## src/rtl/modexp_engine.sv

```systemverilog
// Modular exponentiation engine: left-to-right square-and-multiply over an
// interleaved shift-add modular multiplier that consumes one multiplier bit per cycle.
module modexp_engine #(
    parameter int WIDTH = 26
) (
    input  logic             clk,
    input  logic             rst,
    input  logic             start,
    input  logic [WIDTH-1:0] base,
    input  logic [WIDTH-1:0] exp,
    input  logic [WIDTH-1:0] modulus,
    output logic             busy,
    output logic             done,
    output logic [WIDTH-1:0] result,
    output logic             err
);
    localparam int CW = $clog2(WIDTH);

    typedef enum logic [2:0] {IDLE, REDUCE, SQUARE, MULT, DONE} state_t;

    state_t state, state_next;

    logic [WIDTH-1:0] base_q, exp_q, n_q;
    logic [WIDTH-1:0] acc, bred;
    logic [WIDTH:0]   r;
    logic [CW-1:0]    cnt, bit_idx;

    logic [WIDTH-1:0] op_a, op_b, b_shift, e_shift;
    logic [WIDTH:0]   nx, dbl, r1, r2, r3, step;
    logic             b_bit, exp_bit, last, bit_last;

    always_ff @(posedge clk) begin
        if (rst) state <= IDLE;
        else     state <= state_next;
    end

    always_comb begin
        state_next = state;
        case (state)
            IDLE:    if (start) state_next = (modulus == '0) ? DONE : REDUCE;
            REDUCE:  if (last) state_next = SQUARE;
            SQUARE:  if (last) state_next = exp_bit ? MULT : (bit_last ? DONE : SQUARE);
            MULT:    if (last) state_next = bit_last ? DONE : SQUARE;
            DONE:    if (cnt == '0) state_next = IDLE;
            default: state_next = IDLE;
        endcase
    end

    // One step of a*b mod n: double, reduce, then conditionally add a and reduce.
    always_comb begin
        op_a = acc;
        op_b = acc;
        case (state)
            REDUCE:  begin op_a = WIDTH'(1); op_b = base_q; end
            MULT:    begin op_a = bred;      op_b = acc;    end
            default: begin op_a = acc;       op_b = acc;    end
        endcase
        b_shift  = op_b >> (CW'(WIDTH - 1) - cnt);
        b_bit    = b_shift[0];
        e_shift  = exp_q >> bit_idx;
        exp_bit  = e_shift[0];
        last     = (cnt == CW'(WIDTH - 1));
        bit_last = (bit_idx == '0);
        nx       = {1'b0, n_q};
        dbl      = {r[WIDTH-1:0], 1'b0};
        r1       = (dbl >= nx) ? dbl - nx : dbl;
        r2       = r1 + {1'b0, op_a};
        r3       = (r2 >= nx) ? r2 - nx : r2;
        step     = b_bit ? r3 : r1;
    end

    always_ff @(posedge clk) begin
        if (rst) begin
            base_q  <= '0;
            exp_q   <= '0;
            n_q     <= '0;
            acc     <= '0;
            bred    <= '0;
            r       <= '0;
            cnt     <= '0;
            bit_idx <= '0;
            busy    <= 1'b0;
            done    <= 1'b0;
            result  <= '0;
            err     <= 1'b0;
        end else begin
            case (state)
                IDLE: begin
                    done <= 1'b0;
                    if (start) begin
                        base_q  <= base;
                        exp_q   <= exp;
                        n_q     <= modulus;
                        err     <= 1'b0;
                        busy    <= 1'b1;
                        r       <= '0;
                        bit_idx <= CW'(WIDTH - 1);
                        // The zero-modulus path dwells one extra cycle in DONE.
                        cnt     <= (modulus == '0) ? CW'(1) : '0;
                    end
                end
                REDUCE, SQUARE, MULT: begin
                    if (last) begin
                        r   <= '0;
                        cnt <= '0;
                        if (state == REDUCE) begin
                            bred <= step[WIDTH-1:0];
                            acc  <= (n_q == WIDTH'(1)) ? '0 : WIDTH'(1);
                        end else begin
                            acc <= step[WIDTH-1:0];
                            if (state == MULT || !exp_bit) bit_idx <= bit_idx - CW'(1);
                        end
                    end else begin
                        r   <= step;
                        cnt <= cnt + CW'(1);
                    end
                end
                DONE: begin
                    if (cnt != '0) begin
                        cnt <= cnt - CW'(1);
                    end else begin
                        done   <= 1'b1;
                        busy   <= 1'b0;
                        result <= (n_q == '0) ? '0 : acc;
                        err    <= (n_q == '0);
                    end
                end
                default: ;
            endcase
        end
    end
endmodule

```

## config.mk

```make
export PLATFORM = sky130hd
export DESIGN_NAME = modexp_engine
export DESIGN_NICKNAME = d
export VERILOG_FILES = /design/src/rtl/modexp_engine.sv
export SDC_FILE = /design/constraint.sdc
export NUM_CORES = 1
export LEC_CHECK = 0
export BUFFER_PORTS_ARGS = -buffer_cell sky130_fd_sc_hd__buf_4
export CAP_MARGIN = 0
export CORE_MARGIN = 1
export CORE_UTILIZATION = 60
export CTS_CLUSTER_SIZE = 8
export DETAILED_ROUTE_END_ITERATION = 8
export GPL_TIMING_DRIVEN = 0
export HOLD_SLACK_MARGIN = 0.1
export PLACE_DENSITY = 0.81
export SLEW_MARGIN = 10
export SYNTH_ARGS = -nofsm -noshare
export SYNTH_HDL_FRONTEND = slang
export SYNTH_SLANG_ARGS = --single-unit
```

## constraint.sdc

```tcl
create_clock -name clk -period 7.65 [get_ports clk]
set_input_delay 0.765 -clock clk [delete_from_list [all_inputs] [get_ports clk]]
set_output_delay 0.765 -clock clk [all_outputs]
set_load 0.02 [all_outputs]
```

# [Word-level counts from Yosys, hierarchy flattened]
# Cells that the tools add are included.
[totals] inputBits=81 output_inout_bits=29 register_bits=198
[classes] n_bitwise=1 magnitude_cmp=2 reduce_logical=22 eq_ne=16 add_sub_neg=7 n_mux=38 shift=2
[ops] operator="two-way mux 26 bit" count=7
[ops] operator="one-hot mux 26 bit (2 select lines)" count=2
[ops] operator="greater-or-equal comparator 27 x 26 -> 1 bit" count=2
[ops] operator="logical NOT 26 bit" count=2
[ops] operator="right shift 26 x 5 -> 1 bit" count=2
[ops] operator="two-way mux 5 bit" count=7
[ops] operator="adder 27 x 26 -> 27 bit" count=1
[ops] operator="two-way mux 27 bit" count=1
[ops] operator="subtractor 27 x 26 -> 27 bit" count=1
[ops] operator="== test 26 x 1 -> 1 bit, second input constant" count=1
[ops] operator="subtractor 26 bit" count=1
[ops] operator="two-way mux 3 bit" count=8
[ops] operator="!= test 2 bit, second input constant" count=10
[ops] operator="one-hot mux 3 bit (5 select lines)" count=1
[ops] operator="one-hot mux 5 bit (3 select lines)" count=1
[ops] operator="logical NOT 5 bit" count=2
[ops] operator="one-hot mux 5 bit (2 select lines)" count=1
[ops] operator="AND reduction 2 bit" count=5
[ops] operator="AND reduction 5 bit" count=2
[ops] operator="subtractor 5 x 1 -> 5 bit, second input constant" count=2
[ops] operator="AND reduction 3 bit" count=3
[ops] operator="two-way mux 1 bit" count=7
[ops] operator="== test 3 x 2 -> 1 bit, second input constant" count=2
[ops] operator="one-hot mux 1 bit (2 select lines)" count=3
[ops] operator="13 further kinds" count=14

# [Logic depth before layout (Yosys ltp)]
[depth] ltp_word=8 ltp_mapped=34 depth_no_buf=31

# [Worst setup path before layout]
# No wires, ideal clock.
[synth_timing] kind="register to register" from="register n_q[1]" to="register r[12]" n_path_buf=4 stages_incl_launch_ff=34 setup_ns=0.127 setup_slack_ns=0.702 required_ns=7.523 t_arrival_ns=6.822 path_cell_list="dfxtp_1 > inv_1 > ha_1 > nor2b_1 > o31a_1 > o31ai_1 > and2_1 > o21ai_1 > a21boi_2 > buf_4 > clkbuf_1 > buf_2 > nor2_1 > ha_1 > fa_1 > a211oi_1 > o211ai_1 > nand4_1 > nand2_1 > a21o_1 > a21oi_1 > xnor2_1 > ha_1 > a21oi_1 > o21ai_0 > a31oi_1 > nand2_1 > or3_1 > o21ai_0 > nand2_1 > clkbuf_1 > or4_1 > a31oi_1 > o21ai_0"
[synth_via] elab_chain_len=8 word_cells_on_any_way=10
[synth_rtl] item="start, declared" line="23" text="logic [WIDTH-1:0] base_q, exp_q, n_q;"
[synth_rtl] item="start signal, assigned" line="93" text="n_q <= modulus;"
[synth_rtl] item="subtractor 27 x 26 -> 27 bit or greater-or-equal comparator 27 x 26 -> 1 bit (tied branches)" line="66" text="r1 = (dbl >= nx) ? dbl - nx : dbl;"
[synth_rtl] item="two-way mux 27 bit" line="66"
[synth_rtl] item="adder 27 x 26 -> 27 bit" line="67" text="r2 = r1 + {1'b0, op_a};"
[synth_rtl] item="subtractor 26 bit or greater-or-equal comparator 27 x 26 -> 1 bit (tied branches)" line="68" text="r3 = (r2 >= nx) ? r2 - nx : r2;"
[synth_rtl] item="two-way mux 26 bit" line="68"
[synth_rtl] item="two-way mux 26 bit *" line="69" text="step = b_bit ? r3 : r1;"
[synth_rtl] item="two-way mux 26 bit *" line="103" text="if (last) begin"
[synth_rtl] item="one-hot mux 26 bit (2 select lines) *" line="87" text="case (state)"
[synth_rtl] item="end signal, assigned" line="114" text="r <= step;"
[synth_rtl] item="end, declared" line="25" text="logic [WIDTH:0] r;"
# Mark *: on every way between the ends. The rest lies on a longest branch, timed or not.
# A chain may end at the register's enable or synchronous reset.

# [Final worst setup path]
[layout_timing] from="register n_q[1]" to="register r[2]"
# Same word-level chain as after synthesis.

==> out/metrics.yaml <==
grt_pass1_wl_um: 69100
async_reset_ff_frac: 0
end_kind: "register"
synth_area_leaders: "dfxtp_1 30%, nand2_1 10%, ha_1 7.8%"
globalRouteTotalUtil: 0.400
routedWlPerCell_um: 21.2
fillCellCount: 1732
synth-edff-count: 0
cts_tree: "yes"
syn_avg_cell_area_um2: 7.74
timing.fmax_ghz: 0.133
grt_max_degree: 21
drc: 0
startpoint_type: "register"
slew_headroom: 0.370
yosys.area.top_type_share: 0.297
yosysMostFrequentCell: "nand2_1"
rows: 54
drive_above_1_share: 0.161
syn_inst: 1725
drt_wl_total_um: 45700
hold_viol_final: 0
ys.warnings.count: 0
path_clk_slew_ps: 80
ys.flop_type: "dfxtp_1"
fin_nets: 2032
setup_viol: 0
period_needed_ps: 7490
dr.first_iter.drc_count: 1812
vias: 14048
io_pins: 110
ff2ff_path_depth: 31
start_util: 0.612
ys_seq_area_frac: 0.297
grt_setup_unrepaired: "true"
area_growth_pct: 17.8
ys_ff_latch: 198
cp_slowest_stage_delay_ps: 400
root_buffer: "clkbuf_16"
clock_latency_ps: 450
clock_sinks: 198
grt_pass1_vias: 13016
fin_crit_sh: 0.980
diodes: 0
chipHeight_um: 151
place.gp.congestion: 1.04
finalMaxSlewViolations: 0
cp.arrival_ps: 7800
synth_nets: 1892
drv_cap: 0
yosys.area.top_type: "dfxtp_1"
core_um2: 21800
layout.cells.non_filler: 2158
htreeDepth: 4
avgViaCountPerCell: 6.51
cp_max_fo: 10
whs_path_depth: 2
dp_hpwl_um: 35100
synth_cell_types: 80
overflow: 0
dieArea_um2: 22800
io_buffers: 109
dp.cells: 2114
hp-class: "register to register"
worstPathRequired_ps: 7950
drtAntennaViolNets: 0
outcome: "finished clean"
clock_skew_ps: 17.1
firstDrtPassIters: 6
tightest_slew_ps: 945
antenna_found_initial: 0
worstSetupPathType: "register to register"
cts_buffer_depth: 2
cp_slowest_cell: "a211oi_2"
cts_buffers: 17
synthTopCellsByCount: "371 x nand2_1, 198 x dfxtp_1, 177 x a21oi_1"
syn_area_um2: 13300
die_x_um: 151
final timing paths:
check,startpoint,endpoint,slack [ps]
hold reg to reg,exp_q[22],exp_q[22],460
setup reg to reg,n_q[1],r[2],160
setup / recovery,n_q[1],r[2],160
hold / removal,exp_q[22],exp_q[22],460
worst max-delay path, delay by kind of cell, from the launching register on:
family / cells / cell delay, ps
AO/OA/AOI/OAI: 13 / 3200
AND/OR/NAND/NOR: 11 / 1940
adder cells (fa/ha/maj): 3 / 1090
buffers and inverters: 4 / 720
flip-flops: 1 / 380
what timing repair did:
action,4_1_cts,5_1_grt
setup buffers,5,10
resized for setup,52,69
hold buffers,0,0
endpoints found under the setup margin,78,78
pin swaps,8,25
final cells by class:
cell class	instances	area (µm²)	area share
multi-input combinational	1371	9200	0.585
sequential	198	3970	0.252
timing repair buffer	124	931	0.0592
buffer	100	485	0.0309
clock buffer	18	439	0.0279
tap	280	350	0.0223
inverter	53	199	0.0127
clock inverter	14	151	0.00963
stage by stage:
step           utilization  TNS (ps)  hold slack (ps)  worst slack, ps  instance area [µm²]
6_report             0.720         0              456              156                15700
3_5_place_dp         0.665    -88020              445            -1460                14500
4_1_cts              0.704         0              455             25.4                15400
2_1_floorplan            -         0              432              702                13300
3_3_place_gp         0.665    -71420              439            -1200                14500
5_1_grt              0.720      -577              477            -59.9                15700
cells by family (layout without fill, tap and decap cells):
family / Yosys count / after routing / share of synthesized area
flip-flops: 198 / 198 / 0.297
AND/OR/NAND/NOR: 665 / 665 / 0.231
XOR/XNOR: 67 / 67 / 0.0440
adder cells (fa/ha/maj): 86 / 86 / 0.0823
buffers and inverters: 156 / 309 / 0.0477
multiplexers: 45 / 45 / 0.0547
AO/OA/AOI/OAI: 508 / 508 / 0.243
placed cells by master (no fill, tap or decap), types with 12 or more instances in the layout:
cell | Yosys | layout
nand2_1 | 371 | 369
dfxtp_1 | 198 | 196
a21oi_1 | 177 | 170
buf_4 | 2 | 126
o21ai_0 | 108 | 100
ha_1 | 83 | 77
nor2_1 | 73 | 73
clkbuf_1 | 82 | 71
inv_1 | 52 | 52
xnor2_1 | 41 | 37
a21o_1 | 26 | 26
nor3_1 | 29 | 26
xor2_1 | 26 | 26
nand4_1 | 24 | 24
nand2b_1 | 24 | 24
nand3_1 | 21 | 21
nor4_1 | 21 | 20
mux4_2 | 20 | 20
a32o_1 | 19 | 19
a31oi_1 | 21 | 18
o211ai_1 | 18 | 18
clkbuf_16 | 0 | 17
nor3b_1 | 15 | 15
a31o_2 | 14 | 14
and2_1 | 14 | 13
o21ai_1 | 8 | 13
o21a_1 | 12 | 12
or3_1 | 12 | 12
state kept, by name, summed over array words and instances (netlist names):
name     flops
cnt          5
bit_idx      5
n_q         26
done         1
result      26
base_q      26
exp_q       26
busy         1
state        3
bred        26
r           26
err          1
acc         26
layer usage:
metal / vias to the layer above / global-route usage / routed length, µm
li1: 6523 / - / -
met2: 794 / 0.623 / 20400
met3: 168 / 0.0970 / 4360
met5: - / 0 / 0
met1: 6563 / 0.506 / 18500
met4: 0 / 0.222 / 2540
Power is left out: the tool's default activity adds up to more than one toggle a clock period on the data nets, which glitch-free logic cannot reach.
